**config.mk**
```make
export PLATFORM = sky130hd
export DESIGN_NAME = fifo_drain_packer
export DESIGN_NICKNAME = d
export VERILOG_FILES = /design/src/rtl/fifo_drain_packer.sv
export SDC_FILE = /design/constraint.sdc
export NUM_CORES = 1
export LEC_CHECK = 0
export CAP_MARGIN = 20
export CORE_ASPECT_RATIO = 1.75
export CORE_MARGIN = 3
export CORE_UTILIZATION = 37
export CTS_CLUSTER_SIZE = 30
export DETAILED_ROUTE_END_ITERATION = 10
export DONT_BUFFER_PORTS = 1
export PLACE_DENSITY = 0.57
export SLEW_MARGIN = 30
export SYNTH_ARGS = -nofsm -noshare
export SYNTH_HDL_FRONTEND = slang
export SYNTH_SLANG_ARGS = --single-unit
```
**constraint.sdc**
```tcl
create_clock -name clk_i -period 5.7 [get_ports clk_i]
set_clock_uncertainty 0.15 [all_clocks]
set_input_delay 0.855 -clock clk_i [delete_from_list [all_inputs] [get_ports clk_i]]
set_output_delay 0.855 -clock clk_i [all_outputs]
set_load 0.05 [all_outputs]
```
**src/rtl/fifo_drain_packer.sv**
```systemverilog
// fifo_drain_packer
//
// Drains bytes from an upstream byte FIFO and packs them into 32-bit
// little-endian words for a valid/ready downstream port. A full word is
// emitted as soon as four bytes are assembled. A partial word is emitted
// with a matching lane-enable mask when a flush is requested, either by the
// flush_i pulse or by the assembly sitting idle for TIMEOUT cycles.
//
// Ports
//   clk_i         single clock, all state updates on the rising edge
//   rst_i         asynchronous active-high reset
//   fifo_empty_i  upstream FIFO empty flag
//   fifo_rd_o     upstream read strobe (combinational), one byte per cycle
//   fifo_dout_i   upstream read data, valid the cycle after fifo_rd_o
//   flush_i       single-cycle request to emit the current partial word
//   word_data_o   packed word, byte 0 in [7:0]
//   word_be_o     lane enables, bit n covers word_data_o[8n+7:8n]
//   word_valid_o  word_data_o/word_be_o hold a word
//   word_ready_i  downstream accepts when word_valid_o && word_ready_i
module fifo_drain_packer #(
    parameter int unsigned TIMEOUT = 16
) (
    input  logic        clk_i,
    input  logic        rst_i,
    input  logic        fifo_empty_i,
    output logic        fifo_rd_o,
    input  logic [7:0]  fifo_dout_i,
    input  logic        flush_i,
    output logic [31:0] word_data_o,
    output logic [3:0]  word_be_o,
    output logic        word_valid_o,
    input  logic        word_ready_i
);

    // Idle counter saturates at TIMEOUT; flush fires on the TIMEOUT-th idle cycle.
    localparam logic [7:0] TIMEOUT_CAP  = 8'(TIMEOUT);
    localparam logic [7:0] TIMEOUT_LAST = 8'(TIMEOUT - 1);

    // Assembly state
    logic [31:0] lanes_q,     lanes_d;
    logic [2:0]  fill_q,      fill_d;
    logic        pend_q;
    logic        flush_req_q, flush_req_d;
    logic [7:0]  idle_q,      idle_d;

    // Output register
    logic [31:0] word_data_q,  word_data_d;
    logic [3:0]  word_be_q,    word_be_d;
    logic        word_valid_q, word_valid_d;

    // Combinational helpers
    logic        out_free_s;
    logic [2:0]  occ_s;
    logic        full_s;
    logic        partial_s;
    logic        idle_cond_s;
    logic        timeout_s;
    logic        rd_s;
    logic [31:0] merged_s;
    logic [3:0]  part_be_s;
    logic [31:0] part_mask_s;

    // Transfer conditions and read strobe.
    always_comb begin
        out_free_s = !word_valid_q || word_ready_i;
        // Occupancy counts the byte in flight so the lanes can never overflow.
        occ_s      = fill_q + {2'b00, pend_q};
        // A full transfer may complete on the same edge the fourth byte is
        // captured; the in-flight byte is merged straight into the word.
        full_s     = (occ_s == 3'd4) && out_free_s;
        partial_s  = flush_req_q && !pend_q && (fill_q >= 3'd1) &&
                     (fill_q <= 3'd3) && out_free_s;
        // When a full transfer empties the lanes this cycle, the next byte can
        // already be requested; this keeps the strobe continuously high at
        // one word per four cycles.
        rd_s       = !rst_i && !fifo_empty_i && !flush_req_q &&
                     ((occ_s < 3'd4) || full_s);
        idle_cond_s = !pend_q && (fill_q >= 3'd1) && (fill_q <= 3'd3);
        timeout_s   = idle_cond_s && (idle_q == TIMEOUT_LAST);
    end

    assign fifo_rd_o = rd_s;

    // Lane view with the in-flight byte placed at lane[fill].
    always_comb begin
        merged_s = lanes_q;
        if (pend_q) begin
            merged_s[{fill_q[1:0], 3'b000} +: 8] = fifo_dout_i;
        end else begin
            merged_s = lanes_q;
        end
    end

    // Lane-enable mask and data mask for a partial word.
    always_comb begin
        case (fill_q)
            3'd1:    part_be_s = 4'b0001;
            3'd2:    part_be_s = 4'b0011;
            3'd3:    part_be_s = 4'b0111;
            default: part_be_s = 4'b0000;
        endcase
        part_mask_s = 32'h0000_0000;
        for (int i = 0; i < 4; i++) begin
            part_mask_s[i*8 +: 8] = {8{part_be_s[i]}};
        end
    end

    // Next-state for the assembly register, fill count and idle counter.
    always_comb begin
        lanes_d = lanes_q;
        fill_d  = fill_q;
        idle_d  = idle_q;
        if (full_s || partial_s) begin
            // Any in-flight byte is already merged into the full word, and a
            // partial transfer only happens with nothing in flight.
            lanes_d = 32'h0000_0000;
            fill_d  = 3'd0;
        end else if (pend_q) begin
            lanes_d = merged_s;
            fill_d  = fill_q + 3'd1;
        end else begin
            lanes_d = lanes_q;
            fill_d  = fill_q;
        end

        if (!idle_cond_s) begin
            idle_d = 8'd0;
        end else if (idle_q != TIMEOUT_CAP) begin
            idle_d = idle_q + 8'd1;
        end else begin
            idle_d = idle_q;
        end
    end

    // Sticky flush request.
    always_comb begin
        flush_req_d = flush_req_q;
        if (full_s || partial_s) begin
            flush_req_d = 1'b0;
        end else if (timeout_s || (flush_i && ((fill_q != 3'd0) || pend_q))) begin
            flush_req_d = 1'b1;
        end else if ((fill_q == 3'd0) && !pend_q) begin
            // Nothing left to flush; never let a stale request block reads.
            flush_req_d = 1'b0;
        end else begin
            flush_req_d = flush_req_q;
        end
    end

    // Output register load / release.
    always_comb begin
        word_data_d  = word_data_q;
        word_be_d    = word_be_q;
        word_valid_d = word_valid_q;
        if (full_s) begin
            word_data_d  = merged_s;
            word_be_d    = 4'b1111;
            word_valid_d = 1'b1;
        end else if (partial_s) begin
            word_data_d  = lanes_q & part_mask_s;
            word_be_d    = part_be_s;
            word_valid_d = 1'b1;
        end else if (word_valid_q && word_ready_i) begin
            word_valid_d = 1'b0;
        end else begin
            word_valid_d = word_valid_q;
        end
    end

    // State registers with asynchronous reset.
    always_ff @(posedge clk_i or posedge rst_i) begin
        if (rst_i) begin
            lanes_q      <= 32'h0000_0000;
            fill_q       <= 3'd0;
            pend_q       <= 1'b0;
            flush_req_q  <= 1'b0;
            idle_q       <= 8'd0;
            word_data_q  <= 32'h0000_0000;
            word_be_q    <= 4'b0000;
            word_valid_q <= 1'b0;
        end else begin
            lanes_q      <= lanes_d;
            fill_q       <= fill_d;
            pend_q       <= rd_s;
            flush_req_q  <= flush_req_d;
            idle_q       <= idle_d;
            word_data_q  <= word_data_d;
            word_be_q    <= word_be_d;
            word_valid_q <= word_valid_d;
        end
    end

    assign word_data_o  = word_data_q;
    assign word_be_o    = word_be_q;
    assign word_valid_o = word_valid_q;

endmodule

```
==> results_dict.tcl <==
set metrics [dict create \
    drive_gt1_share_pct 8.357 \
    power_density_nw_per_um2 297.9 \
    crit_start "pend_q" \
    min_period_over_period_pct 58.40 \
    clock_latency_ns 0.34 \
    holdBufCountCts 0 \
    period_minus_slack_ns 3.329 \
    root_buffer "clkbuf_16" \
    cts.htree.levels 3 \
    die_w_um 82.39 \
    dr_wl_met3_um 657 \
    status "finished, final reports clean" \
    crit_type "register to output pin" \
    drt_iter0_markers 226 \
    pwr-share-seq_pct 46.4 \
    netlist_area_um2 3779 \
    cts_buffers 9 \
    routed_wirelength_mm 9.565 \
    portBuffers 0 \
    synth_cell_type_count 48 \
    crit_slowest_cell "dfrtp_1" \
    power_frac_comb_pct 1.0 \
    path_delay_family "flip-flops" \
    reg2reg_to "word_data_o[12]" \
    mostFrequentLayoutCells "dfrtp_1 (82), nor2_1 (60), nand3_1 (18), a22oi_1 (18), o21ai_0 (16)" \
    async_flop_share_pct 100.0 \
    leakagePower_nw 1.860 \
    final.setup.worst_slack_ns 2.371 \
    clockPowerShare_pct 52.6 \
    critPathMaxStageDelay_ns 0.68 \
    firstDrtPassIters 4 \
    synth-seq-cells 82 \
    clk_pin_slew_ns 0.06 \
    met1_length_mm 3.786 \
    maxClockFrequency_mhz 300.4 \
    grt_max_degree 83 \
    fin_nets 365 \
    clkSinkCount 82 \
    synth_ff_type "dfrtp_1" \
    grt-ovfl-total 0 \
    cpMostUsedCell "ha_1" \
    vias_per_cell 5.869 \
    routed.top_layer "met4" \
    crit_end "fifo_rd_o" \
    cp_num_cells 6 \
    fin_setup_tns_ns 0 \
    p_sw_share_pct 19.25 \
    worst_pin_slew_ns 0.7403 \
    wl_met2_mm 4.942 \
    cts_tree "done" \
    p_int_mw 1.012 \
    ios 51 \
    reg2reg_from "fill_q[0]" \
    hold_path_class "register to register" \
    regToRegSetupSlack_ns 2.45 \
    diodes 0 \
    die_h_um 139.7 \
    cp_max_fo 15 \
    pre_cts_ws_ns 2.435 \
    yosys_warnings 0 \
    postCtsSetupRepairBufs 0 \
    r2r_cells 7 \
    place_hpwl_mm 6.625 \
    max_slew_margin_pct 50.65 \
    syn_avg_cell_area_um2 10.80 \
    p_switching_mw 0.2413 \
    antenna_found_initial 0 \
    core_um2 9910 \
    layout-area-overhead-vs-synth_pct 11.39 \
    hold_viol_final 0 \
    synthCells 350 \
    cap_violations 0 \
    arrival_ns 2.32 \
    cts_buffer_depth 2 \
    required_ns 4.70 \
    synth_edf_count 0 \
    drc 0 \
    gp_congestion 0.8304 \
    rsz0062_at_grt "no" \
    ir_drop_uv 159.9 \
    syn_nets 373 \
    finalMaxSlewViolations 0 \
    setup_viol 0 \
    wl_per_cell_um 20.26 \
    cts_resized 0 \
    grt_pass1_wl_mm 15.49 \
    path_buf_inv 1 \
    end_kind "output pin" \
    seq_area_frac_synth_pct 54.30 \
    critPathLaunchType "register" \
    antenna_left 0 \
    path_cells "ha_1, ha_1, nor2_1, a21oi_1, nor4_2, buf_4" \
    grt_pass1_vias 2827 \
    initial_utilization_pct 38.13 \
    mostFrequentLayoutCell "dfrtp_1" \
    row_count 48 \
    grtUsageTotal_pct 17.95 \
    dieArea_um2 11510 \
    num_vias 2770 \
]
layout make-up:
cell class | count | area [um^2]
clock buffers | 10 | 229.0
clock inverters | 6 | 115.1
fillers | 972 | 5700
inverters | 7 | 27.53
multi-input cells | 237 | 1588
flip-flops and latches | 82 | 2052
well taps | 125 | 156.4
repair buffers | 5 | 41.29
Yosys cell counts (4+ instances only):
library cell / number / share of area [%]
dfrtp_1: 82 / 54
nor2_1: 60 / 6.0
a22oi_1: 18 / 3.6
nand3_1: 18 / 2.4
o21ai_0: 16 / 2.1
a221o_1: 14 / 3.7
a32oi_1: 14 / 3.2
nand2_1: 12 / 1.2
a31oi_1: 10 / 1.7
ha_1: 10 / 3.3
a221oi_1: 8 / 1.9
o2bb2ai_1: 8 / 1.9
clkbuf_1: 7 / 0.70
buf_2: 6 / 0.79
inv_1: 6 / 0.60
a21oi_1: 5 / 0.66
buf_1: 4 / 0.40
xnor2_1: 4 / 0.93
flip-flops by register name, indices dropped and copies added, names as in the netlist:
| name | flops |
|---|---|
| fill_q | 3 |
| flush_req_q | 1 |
| idle_q | 8 |
| lanes_q | 32 |
| pend_q | 1 |
| word_be_o | 4 |
| word_data_o | 32 |
| word_valid_o | 1 |
per-stage QoR:
stage               cells  hold WS, ns  instance area (um^2)  total power [mW]  util, %
global placement      456       0.3418                  3854            0.6052    38.89
floorplan             350       0.3293                  3779            0.6015        -
detailed placement    456       0.3450                  3865            0.6059    39.00
CTS                   472       0.3736                  4209             1.269    42.47
finish                472       0.3698                  4209             1.254    42.47
global route          472       0.3872                  4209             1.294    42.47
layer usage:
metal	track usage (%)	up-vias
li1	-	1297
met1	21.90	1388
met2	29.65	74
met3	4.275	11
met4	7.268	0
met5	0	-
worst min-delay path by stage:
stage | from | endpoint | slack (ns) | cells past startpoint
floorplan | lanes_q[0] | word_data_o[0] | 0.33 | 1
finish | lanes_q[9] | word_data_o[9] | 0.37 | 1
CTS | lanes_q[9] | word_data_o[9] | 0.37 | 1
global route | lanes_q[1] | word_data_o[1] | 0.39 | 1
detailed placement | lanes_q[9] | word_data_o[9] | 0.35 | 1
global placement | lanes_q[0] | word_data_o[0] | 0.34 | 1
worst reg2reg max path, cell delays in order, from the launching register on:
cell     delay, ns
dfrtp_1       0.53
ha_1          0.25
ha_1          0.43
inv_1         0.17
a211o_4       0.48
o21ai_2       0.62
buf_4         0.39
a31oi_1       0.13
cell families (layout without fill, tap and decap cells):
kind of cell	count (synthesis)	count (layout)	synth area share [%]
and+or+nand+nor	114	114	14.80
DFF	82	82	54.30
xor gates and xnor gates	7	7	1.623
AOI/OAI and AO/OA	104	104	21.29
buffers and inverters	31	28	4.139
muxes	2	2	0.5298
adders and majority gates	10	10	3.311
power by group through the flow:
| stage | registers [mW] | clock network [mW] | logic (mW) |
|---|---|---|---|
| floorplan | 0.593 | 0 | 0.00867 |
| global placement | 0.593 | 0 | 0.0124 |
| detailed placement | 0.593 | 0 | 0.0131 |
| CTS | 0.582 | 0.674 | 0.0130 |
| global route | 0.582 | 0.698 | 0.0148 |
| finish | 0.582 | 0.660 | 0.0119 |
No activity file was read; power rests on OpenSTA's default activity.
